===== src/rtl/zclk_turbo_ctl.sv =====
// zclk_turbo_ctl
//
// Turbo-mode controller for the Z80 clock generator. Resolves the
// CPU-requested speed (config register) and the peripheral force-slow
// request into the turbo code the clock generator consumes. The code
// only changes on fclk cycles without a zpos strobe, so the generator's
// refresh-edge latch never samples a changing value. The speed the
// generator has actually adopted is mirrored on eff_turbo.
//
// Ports:
//   fclk        in   system clock (28 MHz)
//   rst_n       in   asynchronous active-low reset
//   zpos        in   one-fclk strobe, Z80 clock rising edge
//   rfsh_n      in   Z80 RFSH (active-low), fclk domain
//   cfg_wr      in   write strobe for the turbo config register
//   cfg_turbo   in   requested speed: 00 = 3.5, 01 = 7, 1x = 14 MHz
//   slow_req    in   level request to force 3.5 MHz
//   turbo       out  code driven to the clock generator
//   eff_turbo   out  speed the generator is running at
//   pending     out  eff_turbo differs from the current target
//   slow_active out  force-slow FSM is not in RUN

module zclk_turbo_ctl #(
    parameter int unsigned HOLD_ZCYC = 64,
    parameter bit          ALLOW_14  = 1'b0
) (
    input  logic       fclk,
    input  logic       rst_n,
    input  logic       zpos,
    input  logic       rfsh_n,
    input  logic       cfg_wr,
    input  logic [1:0] cfg_turbo,
    input  logic       slow_req,
    output logic [1:0] turbo,
    output logic [1:0] eff_turbo,
    output logic       pending,
    output logic       slow_active
);

    typedef enum logic [1:0] {
        ST_RUN  = 2'b00,
        ST_SLOW = 2'b01,
        ST_HOLD = 2'b10
    } state_t;

    localparam logic [15:0] HOLD_LOAD = 16'(HOLD_ZCYC);

    state_t      state, state_nx;
    logic [15:0] hcnt, hcnt_nx;
    logic [1:0]  req;
    logic [1:0]  target;
    logic        old_rfsh;

    // 14 MHz requests fall back to 7 MHz unless the build allows 14 MHz.
    function automatic logic [1:0] clamp_turbo(input logic [1:0] t);
        if (!ALLOW_14 && t[1])
            return 2'b01;
        return t;
    endfunction

    // Request register
    always_ff @(posedge fclk or negedge rst_n) begin
        if (!rst_n)
            req <= 2'b00;
        else if (cfg_wr)
            req <= clamp_turbo(cfg_turbo);
    end

    // Force-slow FSM: HOLD keeps 3.5 MHz for HOLD_ZCYC zpos strobes after
    // slow_req drops; a new slow_req abandons the count.
    always_comb begin
        state_nx = state;
        hcnt_nx  = hcnt;
        case (state)
            ST_RUN: begin
                if (slow_req)
                    state_nx = ST_SLOW;
            end
            ST_SLOW: begin
                if (!slow_req) begin
                    state_nx = ST_HOLD;
                    hcnt_nx  = HOLD_LOAD;
                end
            end
            ST_HOLD: begin
                if (slow_req)
                    state_nx = ST_SLOW;
                else if (hcnt == 16'd0)
                    state_nx = ST_RUN;
                else if (zpos)
                    hcnt_nx = hcnt - 16'd1;
            end
            default: state_nx = ST_RUN;
        endcase
    end

    always_ff @(posedge fclk or negedge rst_n) begin
        if (!rst_n) begin
            state <= ST_RUN;
            hcnt  <= 16'd0;
        end else begin
            state <= state_nx;
            hcnt  <= hcnt_nx;
        end
    end

    assign slow_active = (state != ST_RUN);
    assign target      = slow_active ? 2'b00 : req;

    // Output code: frozen on zpos cycles so the generator's latch is safe.
    always_ff @(posedge fclk or negedge rst_n) begin
        if (!rst_n)
            turbo <= 2'b00;
        else if (!zpos)
            turbo <= target;
    end

    // Mirror: same RFSH falling edge, sampled on zpos, that the generator uses.
    always_ff @(posedge fclk or negedge rst_n) begin
        if (!rst_n) begin
            old_rfsh  <= 1'b1;
            eff_turbo <= 2'b00;
        end else if (zpos) begin
            old_rfsh <= rfsh_n;
            if (old_rfsh && !rfsh_n)
                eff_turbo <= turbo;
        end
    end

    assign pending = (eff_turbo != target);

endmodule


===== config.mk =====
export PLATFORM = sky130hd
export DESIGN_NAME = zclk_turbo_ctl
export DESIGN_NICKNAME = d
export VERILOG_FILES = /design/src/rtl/zclk_turbo_ctl.sv
export SDC_FILE = /design/constraint.sdc
export NUM_CORES = 1
export LEC_CHECK = 0
export BUFFER_PORTS_ARGS = -buffer_cell sky130_fd_sc_hd__buf_2
export CAP_MARGIN = 15
export CORE_AREA = 2 2 53 55
export CTS_CLUSTER_SIZE = 14
export DETAILED_ROUTE_END_ITERATION = 16
export DIE_AREA = 0 0 55 57
export PLACE_DENSITY = 0.68
export SLEW_MARGIN = 20
export SYNTH_ARGS = -nofsm -noshare
export SYNTH_HDL_FRONTEND = slang
export SYNTH_SLANG_ARGS = --single-unit

===== constraint.sdc =====
create_clock -name fclk -period 2.45 [get_ports fclk]
set_clock_uncertainty 0.2 [all_clocks]
set_input_delay 0.3675 -clock fclk [delete_from_list [all_inputs] [get_ports fclk]]
set_output_delay 0.3675 -clock fclk [all_outputs]
set_load 0.01 [all_outputs]

; Word-level counts from Yosys, hierarchy flattened
; Index checks and enable logic that the tools add are counted.
[word_totals]
out_inout_bits = 6
register_bits = 25
in_bits = 8
wordCells = 40
[op_classes]
reduce_logical = 9
n_mux = 15
eq_ne = 9
n_addsub = 1
[ops]
columns = cell, n
row1 = $mux W16, 4
row2 = $pmux W16 S2, 1
row3 = $logic_not A16 Y1, 1
row4 = $sub A16 B1 Y16 const B, 1
row5 = $mux W2, 7
row6 = $ne A2 B2 Y1 const B, 5
row7 = $pmux W2 S3, 1
row8 = $reduce_and A5 Y1, 1
row9 = $reduce_bool A2 Y1, 2
row10 = $ne A3 B3 Y1 const B, 1
row11 = $reduce_and A3 Y1, 1
row12 = $eq A2 B1 Y1 const B, 1
row13 = $eq A2 B2 Y1 const B, 1
row14 = $logic_not A2 Y1, 1
row15 = $mux W1, 2
row16 = $ne A2 B2 Y1, 1
row17 = $reduce_and A2 Y1, 1
row18 = $logic_and A1 B1 Y1, 1
row19 = $logic_not A1 Y1, 1

; Depth between registers and ports, before layout
[depth]
word_depth = 5
mapped_depth = 6
mapped_depth_nobuf = 6

; Least setup slack after synthesis
; Ideal clock, no wire load.
[synth_timing]
path_kind = reg2reg
from = register hcnt[7]
to = register hcnt[12]
t_arrival_ns = 1.990
period_less_slack_ns = 2.267
path_stages_with_launch = 6
n_path_buf = 1
setup_slack_ns = 0.183
setup_ns = 0.078
cell_sequence = dfrtp_1 -> or4_4 -> buf_6 -> or3_4 -> or4_1 -> a21oi_1
[synth_between]
elab_chain_len = 5
word_cells_on_any_way = 8
cone_classes = add/sub (1) / eq/ne (1) / mux (4) / reduce/logical (2)
[synth_lines]
columns = item, line
row1 = "start, declared", 49  ; logic [15:0] hcnt, hcnt_nx;
row2 = "start signal, assigned", 103  ; hcnt <= hcnt_nx;
row3 = $sub A16 B1 Y16, 91  ; hcnt_nx = hcnt - 16'd1;
row4 = $mux W16, 90  ; else if (zpos)
row5 = $mux W16, 88  ; else if (hcnt == 16'd0)
row6 = $mux W16, 86  ; if (slow_req)
row7 = $pmux W16 S2, 74  ; case (state)
; Several ways; a longest one is shown, not always the timed one. The select of a mux whose other input is x is not followed.
; A chain may end at the register's enable or synchronous reset.

; Worst setup path in the final report
; Same ends and word-level chain as after synthesis.

==> reports/summary.md <==
The run finished with clean final reports. The run gives 3 as the number of buffers inserted during clock tree synthesis. The worst hold path belongs to the class in2reg. For the post-synthesis cell type count, the log shows 41. Summed over all cells, the static leakage comes to 0.624 nW.

The maximum clock frequency was 430 MHz. The area of the core came out at 2620 sq um. On the critical path the largest part of the delay comes from simple AND/OR/NAND/NOR gates. Setup repair after global routing left no endpoint under its margin.

From bottom edge to top edge, the die measures 57 um. The clock net in this run drives a total of 22 sinks. Counting along the longest clock path gives a buffer depth of 2. For the number of endpoints with negative hold slack in the final report, the log shows 0. The tools report the initial cell density of the core as 46.8%. Entering global routing, the biggest net connects 23 pins.

In this run the power spent charging and discharging nets is 0.288 mW. The number of detailed-routing iterations run before antenna repair is 4, and the buffers plus inverters on the worst setup path is 0. The clock share of power was 20.9%. The die outline width was 55 um. Among all stages on the critical path, the largest delay is contributed by or4_4. The total of flip-flops plus latches after synthesis was 22. In the post-synthesis netlist, the biggest area contributors are dfrtp_1, mux2i_1, nand2_1. The final worst-path cycle share was 94.9%. Port buffering added 11 buffers. In the synthesized netlist, the number of instances is 128.

After detailed routing, the total wire length is 2.59 mm. The via count was 1011. Critical path launch point type: a flip-flop. The share of the synthesized area in compound gates (AO/OA/AOI/OAI) was 13.8%.

Internal power comes to 0.556 mW. The worst pin sits at a relative slew slack of 58.0%. For this run, the number of Yosys warnings is 0. Clock period minus final worst setup slack: 2.32 ns. Data on the critical path is required at its endpoint by 2.49 ns. The first-pass GRT wire length is 4.61 mm, and the share of total power in sequential cells is 51.1%. Of the total synthesized cell area, the portion taken by AND, OR, NAND and NOR gates is 24.7%. The mean post-synth cell area is 9.57 sq um.

The top-area cell type share of the netlist area is 42.9%, and the post-synthesis sequential area ratio is 45.0%. The number of placement rows is 19. The run gives 153 as the net count reported at finish.

The critical path is of the reg2reg type. The slack of the worst reg-to-reg path is 0.13 ns. For the pin with the worst max-slew slack, the measured transition is 0.624 ns.

The logs give 0 for the number of nets still failing antenna checks after routing and 0.31 ns for the clock latency reported for the late side of the worst-skew pair. The largest area contributor in the netlist is dfrtp_1. The run gives 2.37 ns as the arrival time reported for the critical path endpoint.

The via count of the first global-routing pass came out at 1007. Setup violations remaining at the end of the flow were counted as 0. After detailed placement, the design holds a cell count of 169.

After Yosys synthesis, full adders, half adders and majority gates account for 1.02% of the synthesized area. For this run, the leading register cell type out of synthesis is dfrtp_1. Dividing the detail-routed wire length by the instance count gives 14.9 um. The global router's overall resource usage came out at 19.8%. The tools report the worst ir drop on vdd as 0.428 mV. The largest driver fanout on the critical path is 10, and the per-cell via count in the routed design is 5.81.

The signal on the critical path passes through or4_4 -> or3_4 -> or4_1 -> a21oi_1. The worst setup path is captured at a flip-flop. The most common cell in the synthesized netlist is dfrtp_1. By area, the combinational part of the netlist is dominated by simple AND/OR/NAND/NOR gates. The run gives 0 as the antenna diode count. Stage delay of the slowest cell on the critical path: 0.59 ns. The part of the total power dissipated in combinational logic was 28.0%; the count of maximum capacitance violations was 0. From synthesis to final layout, the design area changed by 10.3%.

The tools report the number of antenna violations at the first check in global routing as 0. Power spread over the standard cell area amounts to 625 nW/um^2. The run gives 0 as the count of pins over their slew limit.

The count of H-tree levels built during CTS is 1, and the post-synthesis xor/xnor area fraction is 0.715%. The run gives 14 as the top-level port count. By count the netlist is led by dfrtp_1, nand2_1, mux2i_1, nor2_1, o21ai_0.

The post-CTS setup buffer count was 0; the area of the mapped netlist was 1220 sq um. The full die area is 3140 sq um. Of the cells placed in the final design, the portion with a size suffix greater than 1 is 18.9%. In this run the clock root is driven by a clkbuf_4.

Clock-pin slew was measured on the worst setup and hold paths at 0.12 ns. The share of total power consumed by net switching came out at 34.2%. Summed over all layers, the global routing overflow is 0.

After routing, the total negative slack on setup checks comes to 0 ns. For this run, design rule violations remaining after detail routing come to 0. The detailed router finished its first iteration with 30 violations. The count of placed standard cells in the final layout, fillers left out came out at 174.

Multiplexer cells account for 9.19% of the synthesized area. TritonCTS built the clock tree. At the end of routability-driven placement, the weighted congestion stood at 0.810. The estimated wirelength of the detail-placed design is 1.88 mm, and the share of flip-flops with an asynchronous set or reset after synthesis is 100%.

The number of enable flip-flop cells after synthesis works out to 0.
## path summary, 6_finish.rpt
check / from / to / cells after the start
setup / recovery: hcnt[7] / hcnt[12] / 4
hold / removal: cfg_wr / req[0] / 2
setup reg to reg: hcnt[7] / hcnt[12] / 4
hold reg to reg: hcnt[13] / hcnt[13] / 1
max in group asynchronous: rst_n / old_rfsh / 2
min in group asynchronous: rst_n / state[0] / 2
## final cells by class
cell class / instances / area [sq um]
multi-input combinational: 94 / 613
timing repair buffer: 16 / 95.1
fill: 274 / 1260
inverter: 7 / 26.3
tap: 31 / 38.8
sequential: 22 / 552
clock buffer: 4 / 26.3
## layout by cell type (no fill, tap or decap), drive strengths merged, types with 4 or more instances in the layout
cell and n:
dfrtp 21, buf 15, nand2 11, nor2 9, mux2i 9, o21ai 8, inv 7, a21oi 7
nor3 6, nor4 5, or3 4, clkbuf 4
## logic make-up (layout without fill, tap and decap cells)
kind of cell,after synthesis,after routing
adders and majority gates,1,1
buffers and inverters,13,27
xor gates and xnor gates,1,1
and+or+nand+nor,53,53
other,1,2
AOI/OAI and AO/OA,26,26
muxes,11,11
DFF,22,22
## flip-flops by register name, summed over array words and instances, names as in the netlist
| name | count |
|---|---|
| eff_turbo | 1 |
| hcnt | 16 |
| old_rfsh | 1 |
| req | 1 |
| state | 2 |
| turbo | 1 |
## power by group through the flow
stage	clock network (mW)	logic (mW)	registers, mW
after floorplan	0	0.152	0.433
after global placement	0	0.225	0.435
after detailed placement	0	0.233	0.438
after CTS	0.181	0.236	0.431
after global routing	0.193	0.266	0.438
final	0.176	0.236	0.432
## layer usage
layer | GRT usage, % | routed length (um) | vias to the layer above
met5 | 0 | 0 | -
met4 | 6.62 | 28 | 0
met3 | 2.36 | 64 | 4
met2 | 32.3 | 1320 | 23
met1 | 27.0 | 1180 | 489
li1 | - | - | 495
## what timing repair did
action	CTS	global route
resized for setup	0	0
hold endpoints to repair	21	0
hold buffers	1	0
## through the flow
stage	worst slack (ns)	area (sq um)	utilization [%]	hold slack (ns)	power [mW]
after floorplan	0.183	1230	-	-0.128	0.585
after global placement	0.216	1320	50.3	0.155	0.660
after detailed placement	0.169	1320	50.3	0.165	0.671
after CTS	0.142	1350	51.7	0.0187	0.848
after global routing	0.0636	1350	51.7	0.0370	0.897
final	0.126	1350	51.7	0.0237	0.844
No activity file was read; power rests on OpenSTA's default activity.
